### config.mk
export PLATFORM = sky130hd
export DESIGN_NAME = vsdcaravel_hkspi
export DESIGN_NICKNAME = d
export VERILOG_FILES = /design/src/rtl/hkspi_pkg.sv /design/src/rtl/hkspi_sync.sv /design/src/rtl/vsdcaravel_hkspi.sv
export SDC_FILE = /design/constraint.sdc
export NUM_CORES = 1
export LEC_CHECK = 0
export CAP_MARGIN = 20
export CORE_ASPECT_RATIO = 0.75
export CORE_MARGIN = 2
export CORE_UTILIZATION = 30
export DETAILED_ROUTE_END_ITERATION = 12
export HOLD_SLACK_MARGIN = 0.08
export PLACE_DENSITY_LB_ADDON = 0.05
export SYNTH_ARGS = -nofsm -noshare
export SYNTH_HDL_FRONTEND = slang
export SYNTH_SLANG_ARGS = --single-unit
export TNS_END_PERCENT = 50
### constraint.sdc
create_clock -name clock -period 2.6 [get_ports clock]
set_input_delay 0.52 -clock clock [delete_from_list [all_inputs] [get_ports clock]]
set_output_delay 0.52 -clock clock [all_outputs]
set_load 0.01 [all_outputs]
### src/rtl/hkspi_pkg.sv
// hkspi_pkg: shared definitions for the housekeeping SPI slave.
//   - SPI command codes (stream write / stream read)
//   - register address map and reset values of the writable config bytes
//   - FSM state encoding
//   - helpers that classify and index config addresses
`timescale 1ns/1ps
package hkspi_pkg;

    // Command byte values
    localparam logic [7:0] CMD_WRITE = 8'h80;
    localparam logic [7:0] CMD_READ  = 8'h40;

    // Register addresses
    localparam logic [7:0] ADDR_STATUS    = 8'd0;
    localparam logic [7:0] ADDR_MFGR_HI   = 8'd1;
    localparam logic [7:0] ADDR_MFGR_LO   = 8'd2;
    localparam logic [7:0] ADDR_PROD      = 8'd3;
    localparam logic [7:0] ADDR_PROJ_3    = 8'd4;
    localparam logic [7:0] ADDR_PROJ_2    = 8'd5;
    localparam logic [7:0] ADDR_PROJ_1    = 8'd6;
    localparam logic [7:0] ADDR_PROJ_0    = 8'd7;
    localparam logic [7:0] ADDR_CFG_FIRST = 8'd8;
    localparam logic [7:0] ADDR_EXT_RESET = 8'd11;
    localparam logic [7:0] ADDR_CFG_LAST  = 8'd18;

    // Writable config bank: regs 8..18
    localparam int NUM_CFG       = 11;
    localparam int CFG_W         = NUM_CFG * 8;
    localparam int EXT_RESET_IDX = 3;          // reg11 within the config bank

    // Only bit 0 of reg11 is implemented
    localparam logic [7:0] EXT_RESET_MASK = 8'h01;

    // Reset values of the config registers
    localparam logic [7:0] RST_REG8  = 8'h02;
    localparam logic [7:0] RST_REG9  = 8'h01;
    localparam logic [7:0] RST_REG10 = 8'h00;
    localparam logic [7:0] RST_REG11 = 8'h00;
    localparam logic [7:0] RST_REG12 = 8'h00;
    localparam logic [7:0] RST_REG13 = 8'hff;
    localparam logic [7:0] RST_REG14 = 8'hef;
    localparam logic [7:0] RST_REG15 = 8'hff;
    localparam logic [7:0] RST_REG16 = 8'h03;
    localparam logic [7:0] RST_REG17 = 8'h12;
    localparam logic [7:0] RST_REG18 = 8'h04;

    // Reset image of the cfg bus, {reg18,...,reg8}
    localparam logic [CFG_W-1:0] CFG_RESET = {
        RST_REG18, RST_REG17, RST_REG16, RST_REG15, RST_REG14, RST_REG13,
        RST_REG12, RST_REG11, RST_REG10, RST_REG9,  RST_REG8
    };

    typedef enum logic [1:0] {
        ST_IDLE = 2'd0,
        ST_CMD  = 2'd1,
        ST_ADDR = 2'd2,
        ST_DATA = 2'd3
    } hk_state_e;

    function automatic logic is_cfg_addr(input logic [7:0] addr);
        return (addr >= ADDR_CFG_FIRST) && (addr <= ADDR_CFG_LAST);
    endfunction

    // Position of a config address inside the config bank (valid only when
    // is_cfg_addr() holds).
    function automatic logic [3:0] cfg_index(input logic [7:0] addr);
        logic [7:0] off;
        off = addr - ADDR_CFG_FIRST;
        return off[3:0];
    endfunction

endpackage

### src/rtl/hkspi_sync.sv
// hkspi_sync: brings the asynchronous SPI pins into the system clock domain.
//   clk       in   system clock
//   rst_n     in   asynchronous active-low reset
//   sck       in   raw SPI clock
//   csb       in   raw SPI chip select (active low)
//   sdi       in   raw SPI data in
//   csb_s     out  synchronised chip select (resets high = deselected)
//   sdi_s     out  synchronised data in
//   sck_rise  out  one-cycle pulse on a synchronised sck rising edge
//   sck_fall  out  one-cycle pulse on a synchronised sck falling edge
`timescale 1ns/1ps
module hkspi_sync (
    input  logic clk,
    input  logic rst_n,
    input  logic sck,
    input  logic csb,
    input  logic sdi,
    output logic csb_s,
    output logic sdi_s,
    output logic sck_rise,
    output logic sck_fall
);

    logic sck_meta_q, sck_meta_d;
    logic sck_sync_q, sck_sync_d;
    logic sck_prev_q, sck_prev_d;
    logic csb_meta_q, csb_meta_d;
    logic csb_sync_q, csb_sync_d;
    logic sdi_meta_q, sdi_meta_d;
    logic sdi_sync_q, sdi_sync_d;

    always_comb begin
        sck_meta_d = sck;
        sck_sync_d = sck_meta_q;
        sck_prev_d = sck_sync_q;
        csb_meta_d = csb;
        csb_sync_d = csb_meta_q;
        sdi_meta_d = sdi;
        sdi_sync_d = sdi_meta_q;
    end

    always_ff @(posedge clk or negedge rst_n) begin
        if (!rst_n) begin
            sck_meta_q <= 1'b0;
            sck_sync_q <= 1'b0;
            sck_prev_q <= 1'b0;
            csb_meta_q <= 1'b1;
            csb_sync_q <= 1'b1;
            sdi_meta_q <= 1'b0;
            sdi_sync_q <= 1'b0;
        end else begin
            sck_meta_q <= sck_meta_d;
            sck_sync_q <= sck_sync_d;
            sck_prev_q <= sck_prev_d;
            csb_meta_q <= csb_meta_d;
            csb_sync_q <= csb_sync_d;
            sdi_meta_q <= sdi_meta_d;
            sdi_sync_q <= sdi_sync_d;
        end
    end

    // Edge pulses compare the synchronised level with its one-cycle-old copy,
    // so an edge is reported in the cycle after it reaches the sync stage.
    assign sck_rise = sck_sync_q & ~sck_prev_q;
    assign sck_fall = ~sck_sync_q & sck_prev_q;
    assign csb_s    = csb_sync_q;
    assign sdi_s    = sdi_sync_q;

endmodule

### src/rtl/vsdcaravel_hkspi.sv
// vsdcaravel_hkspi: housekeeping SPI slave of the vsdcaravel SoC.
// Decodes stream read (0x40) / stream write (0x80) commands on an oversampled
// SPI port and holds a 19-byte register file (ID, status, config).
//   clock      in   system clock, sole clock of the block
//   resetb     in   asynchronous active-low reset
//   sck        in   SPI clock (asynchronous to clock)
//   csb        in   SPI chip select, active low
//   sdi        in   SPI data in, MSB first
//   sdo        out  SPI data out, MSB first; 0 when not reading
//   sdo_oe     out  high only during the read-data phase while selected
//   ext_reset  out  reg11[0]; holds external/user logic in reset
//   cfg        out  config registers {reg18,...,reg8}
`timescale 1ns/1ps
module vsdcaravel_hkspi
    import hkspi_pkg::*;
#(
    parameter logic [11:0] MFGR_ID    = 12'h456,
    parameter logic [7:0]  PROD_ID    = 8'h11,
    parameter logic [31:0] PROJECT_ID = 32'h0000_0000
) (
    input  logic             clock,
    input  logic             resetb,
    input  logic             sck,
    input  logic             csb,
    input  logic             sdi,
    output logic             sdo,
    output logic             sdo_oe,
    output logic             ext_reset,
    output logic [CFG_W-1:0] cfg
);

    logic csb_s;
    logic sdi_s;
    logic sck_rise;
    // Data is both launched and captured on sck rise, so the fall pulse has
    // no consumer here.
    logic sck_fall_unused;

    hkspi_sync u_sync (
        .clk      (clock),
        .rst_n    (resetb),
        .sck      (sck),
        .csb      (csb),
        .sdi      (sdi),
        .csb_s    (csb_s),
        .sdi_s    (sdi_s),
        .sck_rise (sck_rise),
        .sck_fall (sck_fall_unused)
    );

    hk_state_e                 state_q, state_d;
    logic [2:0]                bit_cnt_q, bit_cnt_d;
    logic [6:0]                shift_in_q, shift_in_d;
    logic [6:0]                shift_out_q, shift_out_d;
    logic [7:0]                addr_q, addr_d;
    logic                      wr_en_q, wr_en_d;
    logic                      rd_en_q, rd_en_d;
    logic                      sdo_q, sdo_d;
    logic                      sdo_oe_q, sdo_oe_d;
    logic [NUM_CFG-1:0][7:0]   cfg_q, cfg_d;

    logic [7:0] rx_byte;
    logic [7:0] addr_inc;
    logic [7:0] rd_addr_byte;
    logic [7:0] rd_next_byte;

    // Full register-file read mux; unmapped addresses read 0x00.
    function automatic logic [7:0] reg_read(input logic [7:0]              a,
                                            input logic [NUM_CFG-1:0][7:0] c);
        logic [7:0] r;
        case (a)
            ADDR_STATUS:  r = 8'h00;
            ADDR_MFGR_HI: r = {4'h0, MFGR_ID[11:8]};
            ADDR_MFGR_LO: r = MFGR_ID[7:0];
            ADDR_PROD:    r = PROD_ID;
            ADDR_PROJ_3:  r = PROJECT_ID[31:24];
            ADDR_PROJ_2:  r = PROJECT_ID[23:16];
            ADDR_PROJ_1:  r = PROJECT_ID[15:8];
            ADDR_PROJ_0:  r = PROJECT_ID[7:0];
            default: begin
                if (is_cfg_addr(a)) begin
                    r = c[cfg_index(a)];
                end else begin
                    r = 8'h00;
                end
            end
        endcase
        return r;
    endfunction

    always_comb begin
        // The byte completing on this rise: seven held bits plus the new one.
        rx_byte      = {shift_in_q, sdi_s};
        addr_inc     = addr_q + 8'd1;
        rd_addr_byte = reg_read(rx_byte, cfg_q);
        rd_next_byte = reg_read(addr_inc, cfg_q);

        state_d     = state_q;
        bit_cnt_d   = bit_cnt_q;
        shift_in_d  = shift_in_q;
        shift_out_d = shift_out_q;
        addr_d      = addr_q;
        wr_en_d     = wr_en_q;
        rd_en_d     = rd_en_q;
        sdo_d       = sdo_q;
        sdo_oe_d    = sdo_oe_q;
        cfg_d       = cfg_q;

        if (csb_s) begin
            // Deselect aborts everything, including a byte finishing this cycle.
            state_d   = ST_IDLE;
            bit_cnt_d = 3'd0;
            wr_en_d   = 1'b0;
            rd_en_d   = 1'b0;
            sdo_d     = 1'b0;
            sdo_oe_d  = 1'b0;
        end else if (state_q == ST_IDLE) begin
            state_d   = ST_CMD;
            bit_cnt_d = 3'd0;
        end else if (sck_rise) begin
            shift_in_d = rx_byte[6:0];
            bit_cnt_d  = bit_cnt_q + 3'd1;

            // Mid-byte read bits: next bit goes out on each rise.
            if (state_q == ST_DATA && rd_en_q && bit_cnt_q != 3'd7) begin
                sdo_d       = shift_out_q[6];
                shift_out_d = {shift_out_q[5:0], 1'b0};
            end

            if (bit_cnt_q == 3'd7) begin
                case (state_q)
                    ST_CMD: begin
                        wr_en_d = (rx_byte == CMD_WRITE);
                        rd_en_d = (rx_byte == CMD_READ);
                        state_d = ST_ADDR;
                    end
                    ST_ADDR: begin
                        addr_d  = rx_byte;
                        state_d = ST_DATA;
                        if (rd_en_q) begin
                            sdo_d       = rd_addr_byte[7];
                            shift_out_d = rd_addr_byte[6:0];
                            sdo_oe_d    = 1'b1;
                        end
                    end
                    ST_DATA: begin
                        addr_d = addr_inc;
                        if (wr_en_q && is_cfg_addr(addr_q)) begin
                            if (addr_q == ADDR_EXT_RESET) begin
                                cfg_d[cfg_index(addr_q)] = rx_byte & EXT_RESET_MASK;
                            end else begin
                                cfg_d[cfg_index(addr_q)] = rx_byte;
                            end
                        end
                        if (rd_en_q) begin
                            sdo_d       = rd_next_byte[7];
                            shift_out_d = rd_next_byte[6:0];
                        end
                    end
                    default: begin
                        state_d = ST_IDLE;
                    end
                endcase
            end
        end
    end

    always_ff @(posedge clock or negedge resetb) begin
        if (!resetb) begin
            state_q     <= ST_IDLE;
            bit_cnt_q   <= 3'd0;
            shift_in_q  <= 7'd0;
            shift_out_q <= 7'd0;
            addr_q      <= 8'd0;
            wr_en_q     <= 1'b0;
            rd_en_q     <= 1'b0;
            sdo_q       <= 1'b0;
            sdo_oe_q    <= 1'b0;
            cfg_q       <= CFG_RESET;
        end else begin
            state_q     <= state_d;
            bit_cnt_q   <= bit_cnt_d;
            shift_in_q  <= shift_in_d;
            shift_out_q <= shift_out_d;
            addr_q      <= addr_d;
            wr_en_q     <= wr_en_d;
            rd_en_q     <= rd_en_d;
            sdo_q       <= sdo_d;
            sdo_oe_q    <= sdo_oe_d;
            cfg_q       <= cfg_d;
        end
    end

    assign sdo       = sdo_q;
    assign sdo_oe    = sdo_oe_q;
    assign ext_reset = cfg_q[EXT_RESET_IDX][0];
    assign cfg       = cfg_q;

endmodule

# Yosys cells after proc, flatten, opt, wreduce, memory -nomap -nowiden
# Cells that the tools add are included.
[op_classes] muxes=51 n_lt_le_gt_ge=10 reduce_logical=27 eq_ne=24 bitwise_logic=4 n_addsub=5
[op_table] op="88-bit bitwise mux" n=2
[op_table] op="88-bit two-way mux" n=1
[op_table] op="8-bit binary-select mux with 4-bit select" n=2
[op_table] op="8-bit by 3-bit == test with 1-bit output (second input constant)" n=8
[op_table] op="8-bit one-hot mux with 4 select lines" n=2
[op_table] op="8-bit two-way mux" n=5
[op_table] op="8-bit demux with 4-bit select" n=1
[op_table] op="8-bit by 2-bit == test with 1-bit output (second input constant)" n=4
[op_table] op="7-bit two-way mux" n=4
[op_table] op="8-bit by 4-bit >= comparator with 1-bit output (second input constant)" n=3
[op_table] op="8-bit by 5-bit less-or-equal comparator with 1-bit output (second input constant)" n=3
[op_table] op="1-bit two-way mux" n=23
[op_table] op="8-bit by 1-bit == test with 1-bit output (second input constant)" n=2
[op_table] op="8-bit logical NOT" n=2
[op_table] op="8-bit one-hot mux with 2 select lines" n=1
[op_table] op="4-bit by 5-bit less-than comparator with 1-bit output (second input constant)" n=3
[op_table] op="7-bit one-hot mux with 2 select lines" n=1
[op_table] op="2-bit nonzero test" n=6
[op_table] op="4-bit subtractor (second input constant)" n=3
[op_table] op="5-bit AND reduction" n=2
[op_table] op="5-bit OR reduction" n=2
[op_table] op="3-bit two-way mux" n=3
[op_table] op="8-bit by 1-bit adder with 8-bit output (second input constant)" n=1
[op_table] op="8-bit by 4-bit == test with 1-bit output (second input constant)" n=1
[op_table] op="22 further kinds" n=36
[word_totals] wordCells=148 out_inout_bits=91 register_bits=126

# Depth between registers and ports, before layout
# Gate-level depths: netlist (run 1).
[logic_depth] ltp_word=12 ltp_mapped=11 mapped_depth_nobuf=8

# By module
# A second synthesis (run 1) with hierarchy kept.
[unflattened] hier_cells=684 area_unflattened_um2=6988.0
[by_module_without_submodules] mod="vsdcaravel_hkspi" n_inst=1 cells_per_inst=675 area_per_inst_um2=6795.3
[by_module_without_submodules] mod="hkspi_sync" n_inst=1 cells_per_inst=9 area_per_inst_um2=192.7

# Least setup slack after synthesis (run 1)
# OpenSTA, ideal clock, no wires.
[synth_timing] kind="register to register" from="reg addr_q[0]" to="reg shift_out_q[2]" setup_slack_ps=90 path_buffers=3 setup_ps=139 required_ps=2461 t_arrival_ps=2371 stages_incl_launch_ff=12 cell_sequence="dfrtp_1 > buf_6 > buf_6 > inv_1 > ha_1 > buf_2 > nor3b_2 > o22ai_1 > a221oi_2 > a31oi_4 > nor3b_1 > or4_1"
[synth_between] elab_chain_len=9 elab_cells_between_ends=21 classes_between="2 x add/sub; 2 x order compare; 7 x eq/ne; 7 x mux; 3 x reduce/logical"
[synth_lines] element="start, declared" line="vsdcaravel_hkspi.sv:55" rtl="logic [7:0] addr_q, addr_d;"
[synth_lines] element="start signal, assigned" line="vsdcaravel_hkspi.sv:185" rtl="addr_q <= addr_d;"
[synth_lines] element="8-bit by 1-bit adder with 8-bit output (*)" line="vsdcaravel_hkspi.sv:94" rtl="addr_inc = addr_q + 8'd1;"
[synth_lines] element="4-bit subtractor" line="hkspi_pkg.sv:68" rtl="off = addr - ADDR_CFG_FIRST;"
[synth_lines] element="8-bit binary-select mux with 4-bit select" line="vsdcaravel_hkspi.sv:82" rtl="r = c[cfg_index(a)];"
[synth_lines] element="8-bit two-way mux (not written as such)" line="vsdcaravel_hkspi.sv:82"
[synth_lines] element="8-bit two-way mux" line="vsdcaravel_hkspi.sv:81" rtl="if (is_cfg_addr(a)) begin"
[synth_lines] element="8-bit one-hot mux with 4 select lines (*)" line="vsdcaravel_hkspi.sv:71" rtl="case (a)"
[synth_lines] element="7-bit two-way mux (*)" line="vsdcaravel_hkspi.sv:155" rtl="if (rd_en_q) begin"
[synth_lines] element="7-bit one-hot mux with 2 select lines (*)" line="vsdcaravel_hkspi.sv:131" rtl="case (state_q)"
[synth_lines] element="7-bit two-way mux (*)" line="vsdcaravel_hkspi.sv:130" rtl="if (bit_cnt_q == 3'd7) begin"
[synth_lines] element="end signal, assigned" line="vsdcaravel_hkspi.sv:184" rtl="shift_out_q <= shift_out_d;"
[synth_lines] element="end, declared" line="vsdcaravel_hkspi.sv:54" rtl="logic [6:0] shift_out_q, shift_out_d;"
# Mark *: on every way between the ends. The rest lies on a longest branch, timed or not. The select of a mux whose other input is x is not followed.
# A chain may end at the register's enable or synchronous reset.

# Final worst setup path (run 1)
[layout_timing] from="reg addr_q[0]" to="reg shift_out_q[3]"
# Same word-level chain as after synthesis.

==> flow_summary_export.csv, run 1 <==
group,metric,value,unit
status,status,"complete, no violations",
cts,cts_sinks,126,
power,p_per_area,613,nW/um^2
grt,grt_max_degree,127,
sta,period_needed,2.46,ns
synthesis,synth_compound_gate_area_share,0.133,
synthesis,synth_top_family_by_area,"multiplexers",
sta,final-setup-viol-count,0,
sta,hold_viol,0,
synthesis,ys.flop_type,"dfrtp_1",
layout,syn_to_final_growth,28.5,%
drt,routed-wl-met2,11300,um
drt,drc,0,
critical_path,end_kind,"register",
sta,tns,0,ns
sta,post-route-period-util,0.947,
layout,regArea,3200,sq um
floorplanning,die_y,140,um
floorplanning,design.core.area,24200,sq um
critical_path,crit_chain,"buf_4 > mux4_1 > mux2_2 > a21oi_1 > o2111ai_1 > a31oi_1 > o31ai_1",
critical_path,crit_type,"reg -> reg",
drt,wl_per_cell,22.8,um
grt,grt-ovfl-total,0,
sta,tightest_slew,0.776,ns
cts,root_buffer,"clkbuf_16",
critical_path,startpoint,"addr_q[0]$_DFFE_PN0P_",
drt,viasPerCell,5.37,
grt,antenna_found_initial,0,
cts,numCtsBuffers,17,
synthesis,avgSynthCellArea,10.9,sq um
synthesis,syn_inst,682,
floorplanning,die_area,26000,sq um
drt,route.layer.met1.wl,13000,um
critical_path,cp_data_required_time,2.90,ns
place,port_buffers,95,
drt,routed.top_layer,"met4",
synthesis,async_flop_share,1.00,
critical_path,cp-start-kind,"register",
cts,worstSkewPairLatency,0.43,ns
synthesis,synth_edf_count,0,
synthesis,synth.yosys.seq_area_share,0.430,
synthesis,synth-adder-area-share,0.0185,
cts,cts_tree,"yes",
synthesis,synth-seq-cells,126,
floorplanning,rows,49,
power,pwr-share-seq,0.364,
place,gp_congestion,0.824,
grt,first_global_vias,6246,
power,p_int,3880,uW
drt,dr_total_vias,6122,
layout,layout.cells.non_filler,1139,
sta,slew-limit-headroom,0.483,
drt,postRouteAntennaNets,0,
place,dpl.hpwl,18900,um
drt,drt_first_pass_iters,5,
cts,cts.path.max_buffers,2,
drt,wl,26000,um
synthesis,synth.mux.area_fraction,0.228,
critical_path,r2r_slack,0.14,ns
flow_run,maxCapViolCount,0,
synthesis,ys_types,74,
power,p_switching,1970,uW
power,p_leak,0.00387,uW
min_path,worstHoldPathType,"in -> async",
floorplanning,initial_core_util,0.307,
critical_path,arrival,2.76,ns
power,combPwrFrac,0.225,
cts,cts_hold_buf,0,
critical_path,cp_slowest_cell,"mux4_1",
cts,htree_levels,4,
place,dp_cells,1107,
critical_path,slowest_delay,0.68,ns
drt,drt-initial-drc-count,615,
sta,fmaxAchievable,0.406,GHz
sta,maxSlewViolCount,0,
layout,drive_gt1_frac,0.293,
layout,multi_input_area,3960,sq um
critical_path,cp_max_fo,19,
synthesis,syn_area,7430,sq um
power,peakVddDrop,0.484,mV
floorplanning,die_w,186,um
sta,rsz0062_at_grt,"false",
layout,nFillCells,2382,
drt,wl_met3,1380,um
place,place_area,8940,sq um
power,p_clk_frac,0.411,
grt,grt_pass1_wl,40000,um
critical_path,rr_startpoint,"addr_q[0]$_DFFE_PN0P_",
layout,nets,811,
cts,clk_pin_slew,0.07,ns
synthesis,syn_nets,698,
synthesis,synthSimpleGateAreaFrac,0.142,
power,swShare,0.337,
synthesis,ys.warnings.count,0,
layout,design_area,9540,sq um
synthesis,synth_xor_area_frac,0.00792,
sta,fin_skew,0.0180,ns
floorplanning,io_pins,96,
layout,n_antenna_cell,0,
grt,grt_use_total,0.208,
[power by group through the flow]
| stage | Clock, uW | Combinational [uW] | Sequential, uW |
|---|---|---|---|
| global placement | 0 | 1300 | 2160 |
| detailed placement | 0 | 1310 | 2160 |
| floorplan | 0 | 865 | 2110 |
| finish | 2410 | 1320 | 2130 |
| CTS | 2480 | 1320 | 2130 |
| global route | 2550 | 1440 | 2140 |
[final timing paths]
check                                              endpoint  cells past startpoint
max in group asynchronous             addr_q[0]$_DFFE_PN0P_                      2
worst max register to register   shift_out_q[3]$_DFFE_PN0P_                      7
worst max-delay path             shift_out_q[3]$_DFFE_PN0P_                      7
min in group clock              u_sync.sck_prev_d$_DFF_PN0_                      0
worst min register to register  u_sync.sck_prev_d$_DFF_PN0_                      0
worst min-delay path                    cfg[30]$_DFFE_PN0P_                      2
[worst max-delay path: cells and delay by family (launching register included)]
family | cells | cell delay (ns)
compound gates | 4 | 0.71
mux | 2 | 0.97
flops | 1 | 0.35
buf+inv | 1 | 0.29
[repair_timing]
| item | CTS | global route |
|---|---|---|
| setup buffers | 0 | 0 |
| endpoints found under the setup margin | 0 | 9 |
| resized for setup | 0 | 6 |
[flip-flops by register name (all words and copies together) (netlist names), named ones only]
| signal | flops |
|---|---|
| u_sync.sdi_s | 1 |
| shift_out_q | 7 |
| u_sync.csb_s | 1 |
| shift_in_q | 7 |
| rd_en_q | 1 |
| u_sync.sdi_meta_q | 1 |
| u_sync.sck_prev_q | 1 |
| addr_q | 8 |
| u_sync.sck_meta_q | 1 |
| sdo | 1 |
| cfg | 77 |
| wr_en_q | 1 |
| u_sync.csb_meta_q | 1 |
| state_q | 2 |
| u_sync.sck_prev_d | 1 |
| sdo_oe | 1 |
| bit_cnt_q | 3 |
[Yosys cell counts (16+ instances only)]
cell,count,area [sq um]
buf_2,24,120
nand2_1,76,285
mux2i_1,16,160
mux2_2,70,788
nand3_1,20,100
nor2_1,41,154
dfrtp_1,94,2350
dfstp_2,32,841
o21ai_0,54,270
and2_1,18,113
a21oi_1,22,110
mux4_2,25,563
[through the flow]
step	setup slack, ns	total power [uW]	utilization	hold slack, ns
CTS	0.0761	5920	0.394	0.223
floorplan	0.0902	2970	-	0.224
global placement	0.104	3460	0.370	0.334
finish	0.139	5850	0.395	0.111
detailed placement	0.0927	3480	0.370	0.335
global route	0.00437	6140	0.395	0.166
[layer usage]
layer	global-route usage	up-vias
met3	0.0364	20
met2	0.300	222
met4	0.0535	0
li1	-	2764
met1	0.320	3116
met5	0	-
[placed cells by master (no fill, tap or decap), types with 3 or more instances in the layout]
master           instances
mux4_2                  25
a22oi_1                  7
dfstp_2                 32
a21o_1                   3
nand3b_1                 3
and2_1                  18
nand2_2                  6
inv_1                    9
a21oi_1                 22
nand2_1                 75
o22a_1                   3
nor2b_1                  9
o21ai_1                  6
mux4_1                   7
ha_1                     9
clkdlybuf4s50_1         94
mux2i_1                 16
mux2_2                  70
o31a_1                   3
a31oi_1                  8
nand4_1                  3
o31ai_1                  9
nor2_1                  40
nor2_2                   3
nor3_1                  10
a221oi_1                 8
clkinvlp_4               4
inv_6                    5
dfrtp_1                 92
buf_12                   4
nand3_1                 20
a2111oi_0                3
clkbuf_16               17
o21ai_0                 54
buf_4                   44
nor3b_1                  3
[kinds of logic (layout without fill, tap and decap cells)]
kind of cell / after synthesis / after routing
compound gates: 151 / 151
xor+xnor: 5 / 5
fa+ha+maj: 11 / 11
buf+inv: 59 / 185
flops: 126 / 126
mux: 118 / 118
simple gates: 212 / 212
[cell type report]
cell class | count | area share
inverters | 11 | 0.00433
well taps | 331 | 0.0434
clock buffers | 19 | 0.0475
flip-flops and latches | 126 | 0.335
multi-input cells | 497 | 0.415
clock inverters | 13 | 0.0135
repair buffers | 142 | 0.142
Power figures use the tool's default switching activity.
==> inputs of run 2 (changes only) <==
Settings changed: CTS_BUF_LIST set to sky130_fd_sc_hd__clkbuf_16.
==> flow_summary_export.csv, run 2 (synthesis results as in run 1) <==
group,metric,value,unit
cts,clk_pin_slew,0.07,ns
layout,nFillCells,2388,
grt,grt_pass1_wl,40000,um
layout,nets,811,
cts,cts_resized,0,
sta,maxSlewViolCount,0,
floorplanning,rows,49,
grt,top_usage_layer,"met1",
drt,drc,0,
sta,fin_skew,0.0171,ns
drt,wl,26100,um
place,gp_congestion,0.824,
flow_run,maxCapViolCount,0,
sta,period_needed,2.46,ns
cts,worstSkewPairLatency,0.44,ns
drt,drt-initial-drc-count,588,
sta,tns,0,ns
sta,rsz0062_at_grt,"false",
sta,hold_viol,0,
place,port_buffers,95,
layout,largest_reg_flops,77,
layout,drive_gt1_frac,0.291,
power,p_per_area,608,nW/um^2
sta,slew-limit-headroom,0.475,
cts,cts_hold_buf,0,
floorplanning,die_area,26000,sq um
floorplanning,die_y,140,um
layout,syn_to_final_growth,28.2,%
floorplanning,initial_core_util,0.307,
drt,wl_per_cell,22.9,um
cts,root_buffer,"clkbuf_16",
floorplanning,design.core.area,24200,sq um
status,status,"complete, no violations",
floorplanning,io_pins,96,
layout,mostFrequentLayoutCells,"94 x clkdlybuf4s50_1, 92 x dfrtp_1, 75 x nand2_1, 70 x mux2_2, 54 x o21ai_0",
critical_path,crit_type,"reg -> reg",
drt,dr_total_vias,6118,
critical_path,cp_max_fo,19,
sta,post-route-period-util,0.945,
cts,htree_levels,4,
grt,antenna_found_initial,0,
grt,first_global_vias,6241,
critical_path,end_kind,"register",
layout,final_common_cell,"clkdlybuf4s50_1",
critical_path,cp_data_required_time,2.90,ns
sta,fmaxAchievable,0.407,GHz
grt,grt-ovfl-total,0,
drt,viasPerCell,5.37,
grt,use_met2,0.301,
cts,numCtsBuffers,17,
cts,postCtsSetupBuffers,0,
sta,tightest_slew,0.788,ns
min_path,worstHoldPathType,"in -> async",
cts,cts_sinks,126,
critical_path,arrival,2.76,ns
drt,drt_first_pass_iters,5,
cts,cts.path.max_buffers,2,
grt,grt_use_total,0.208,
critical_path,cp-start-kind,"register",
power,p_leak,0.00386,uW
cts,cts_tree,"yes",
grt,grtUsageMet3,0.0354,
floorplanning,die_w,186,um
power,peakVddDrop,0.487,mV
place,dpl.hpwl,18900,um
grt,grt_max_degree,127,
drt,postRouteAntennaNets,0,
grt,gr-usage-met1,0.320,
sta,final-setup-viol-count,0,
sta,whs,0.104,ns
layout,n_antenna_cell,0,
run 2: layer usage:
layer | vias up | wire [um]
met2 | 202 | 11300
met5 | - | 0
met1 | 3134 | 13200
met3 | 18 | 1210
li1 | 2764 | -
met4 | 0 | 354
run 2: power by group:
part	internal [uW]	leakage, uW	switching (uW)
sequential	2030	0.00162	102
combinational	463	0.00197	851
clock	1330	0.000264	1020
run 2: worst paths after layout:
kind / startpoint / to / slack [ns] / depth (start not counted)
worst max-delay path: addr_q[0]$_DFFE_PN0P_ / shift_out_q[3]$_DFFE_PN0P_ / 0.14 / 7
min in group clock: u_sync.sck_meta_q$_DFF_PN0_ / u_sync.sck_prev_d$_DFF_PN0_ / 0.35 / 0
max in group asynchronous: resetb / addr_q[0]$_DFFE_PN0P_ / 1.77 / 2
worst max register to register: addr_q[0]$_DFFE_PN0P_ / shift_out_q[3]$_DFFE_PN0P_ / 0.14 / 7
worst min register to register: u_sync.sck_meta_q$_DFF_PN0_ / u_sync.sck_prev_d$_DFF_PN0_ / 0.35 / 0
worst min-delay path: resetb / cfg[30]$_DFFE_PN0P_ / 0.10 / 2
run 2: area by class of cell:
type / instances / area [sq um] / area share
timing repair buffer: 142 / 1350 / 0.142
sequential: 126 / 3200 / 0.336
inverter: 11 / 41.3 / 0.00434
clock buffer: 17 / 425 / 0.0447
tap: 331 / 414 / 0.0435
multi-input combinational: 497 / 3960 / 0.416
clock inverter: 15 / 136 / 0.0143
run 2: worst max-delay path: stages, from the launching register on:
cell       delay, ns
dfrtp_2         0.35
buf_4           0.29
mux4_1          0.67
mux2_2          0.29
a21oi_1         0.17
o2111ai_1       0.18
a31oi_1         0.28
o31ai_1         0.09
run 2: metrics by stage:
stage	power (uW)	setup slack, ns	utilization	instance area, sq um	std cells
after floorplan	2970	0.0902	-	7430	682
after global placement	3460	0.104	0.370	8940	1107
after detailed placement	3480	0.0927	0.370	8940	1107
after CTS	5860	0.0761	0.393	9500	1139
after global routing	6080	0.00437	0.394	9520	1139
final	5790	0.142	0.394	9520	1139
==> inputs of run 3 (changes only) <==
Settings changed: PLACE_DENSITY_LB_ADDON 0.05 to not set.
==> flow_summary_export.csv, run 3 (synthesis results as in run 1) <==
group,metric,value,unit
place,dpl.hpwl,17000,um
grt,grt_pass1_wl,36000,um
critical_path,cp_max_fo,8,
sta,rsz0062_at_grt,"false",
power,p_leak,0.00385,uW
layout,drive_gt1_frac,0.283,
sta,period_needed,2.43,ns
sta,fin_skew,0.0126,ns
cts,numCtsBuffers,17,
critical_path,cp_data_required_time,2.92,ns
drt,wl_per_cell,20.4,um
grt,antenna_found_initial,0,
power,p_int,4010,uW
power,pwr-share-seq,0.360,
grt,grt_max_degree,49,
floorplanning,die_y,140,um
layout,nets,806,
critical_path,rr_startpoint,"state_q[0]$_DFFE_PN0P_",
sta,maxSlewViolCount,0,
critical_path,arrival,2.75,ns
layout,final_common_cell,"clkdlybuf4s50_1",
power,p_per_area,617,nW/um^2
status,status,"complete, no violations",
layout,largest_reg_flops,77,
drt,wl,23100,um
cts,cts_sinks,126,
power,combPwrFrac,0.223,
cts,htree_levels,4,
critical_path,reg2reg_depth,8,
critical_path,cp-start-kind,"register",
floorplanning,die_w,186,um
sta,final-setup-viol-count,0,
power,p_switching,1850,uW
sta,hold_viol,0,
floorplanning,initial_core_util,0.307,
cts,worstSkewPairLatency,0.43,ns
grt,grt-ovfl-total,0,
floorplanning,io_pins,96,
critical_path,crit_type,"reg -> reg",
cts,root_buffer,"clkbuf_16",
drt,drt-initial-drc-count,525,
sta,fmaxAchievable,0.411,GHz
place,port_buffers,95,
place,gp_congestion,0.968,
power,peakVddDrop,0.463,mV
sta,post-route-period-util,0.936,
drt,viasPerCell,5.40,
floorplanning,design.core.area,24200,sq um
power,p_clk_frac,0.417,
flow_run,maxCapViolCount,0,
power,swShare,0.316,
cts,clk_pin_slew,0.06,ns
layout,n_antenna_cell,0,
sta,tightest_slew,0.727,ns
floorplanning,die_area,26000,sq um
grt,grt_use_total,0.184,
drt,postRouteAntennaNets,0,
drt,dr_total_vias,6122,
sta,tns,0,ns
power,total_power,5860,uW
grt,first_global_vias,5830,
cts,postCtsSetupBuffers,0,
drt,drt_first_pass_iters,5,
critical_path,end_kind,"register",
critical_path,r2r-end,"cfg[71]$_DFFE_PN0P_",
min_path,worstHoldPathType,"in -> async",
drt,drc,0,
cts,cts_hold_buf,0,
cts,cts.path.max_buffers,2,
layout,syn_to_final_growth,27.8,%
layout,mostFrequentLayoutCells,"94 x clkdlybuf4s50_1, 92 x dfrtp_1, 76 x nand2_1, 70 x mux2_2, 54 x o21ai_0",
floorplanning,rows,49,
cts,cts_tree,"yes",
sta,slew-limit-headroom,0.513,
critical_path,r2r_slack,0.17,ns
[run 3: cell count changes in the layout (fill, tap and decap cells not counted), moves of 2 or more]
| cell | previous run | this run |
|---|---|---|
| buf_4 | 44 | 40 |
| inv_1 | 9 | 11 |
| bufinv_16 | 1 | 3 |
| inv_6 | 5 | 2 |
| clkinv_1 | 4 | 2 |
[run 3: worst max-delay path, cell delays in order, from the launching register on]
cell and delay, ns:
dfrtp_1 0.40, inv_1 0.08, ha_1 0.22, and4bb_2 0.34, nand4_1 0.18, a21o_1 0.26
nor2_2 0.12, nand3_2 0.32, mux2_2 0.39
[run 3: timing repair]
item                                    4_1_cts  5_1_grt
resized for setup                             0        4
endpoints found under the setup margin        0        7
endpoints found under the hold margin         0        0
[run 3: metrics by stage]
step	util	worst slack [ns]	instances	hold slack, ns	area (sq um)
6_report	0.393	0.167	1134	0.0702	9500
5_1_grt	0.393	0.0252	1134	0.0862	9500
4_1_cts	0.393	0.0463	1134	0.0818	9480
3_5_place_dp	0.368	0.0763	1102	0.343	8890
3_3_place_gp	0.368	0.187	1102	0.332	8890
2_1_floorplan	-	0.0902	682	0.224	7430
[run 3: worst max path at each step]
stage / start / end / slack [ns] / cells after the start
global placement: shift_in_q[1]$_DFFE_PN0P_ / shift_out_q[6]$_DFFE_PN0P_ / 0.19 / 7
detailed placement: addr_q[0]$_DFFE_PN0P_ / shift_out_q[3]$_DFFE_PN0P_ / 0.08 / 8
CTS: addr_q[0]$_DFFE_PN0P_ / shift_out_q[3]$_DFFE_PN0P_ / 0.05 / 8
global route: addr_q[0]$_DFFE_PN0P_ / shift_out_q[2]$_DFFE_PN0P_ / 0.03 / 9
floorplan: addr_q[0]$_DFFE_PN0P_ / shift_out_q[2]$_DFFE_PN0P_ / 0.09 / 11
finish: state_q[0]$_DFFE_PN0P_ / cfg[71]$_DFFE_PN0P_ / 0.17 / 8
[run 3: power groups by stage]
stage | Sequential (uW) | Combinational, uW | Clock (uW)
final | 2110 | 1310 | 2440
after global routing | 2120 | 1410 | 2580
after global placement | 2140 | 1290 | 0
after detailed placement | 2140 | 1280 | 0
after floorplan | 2110 | 865 | 0
after CTS | 2110 | 1290 | 2480
[run 3: routing by layer]
| metal | routed length (um) | up-vias | GRT usage |
|---|---|---|---|
| met3 | 1780 | 22 | 0.0499 |
| met1 | 11600 | 3101 | 0.289 |
| li1 | - | 2758 | - |
| met2 | 9510 | 241 | 0.242 |
| met5 | 0 | - | 0 |
| met4 | 284 | 0 | 0.0547 |
[run 3: layout make-up]
cell class,instances,area [sq um]
clock buffer,17,425
clock inverter,15,171
fill,2361,14700
inverter,11,45.0
multi-input combinational,497,3940
sequential,126,3200
tap,331,414
timing repair buffer,137,1300
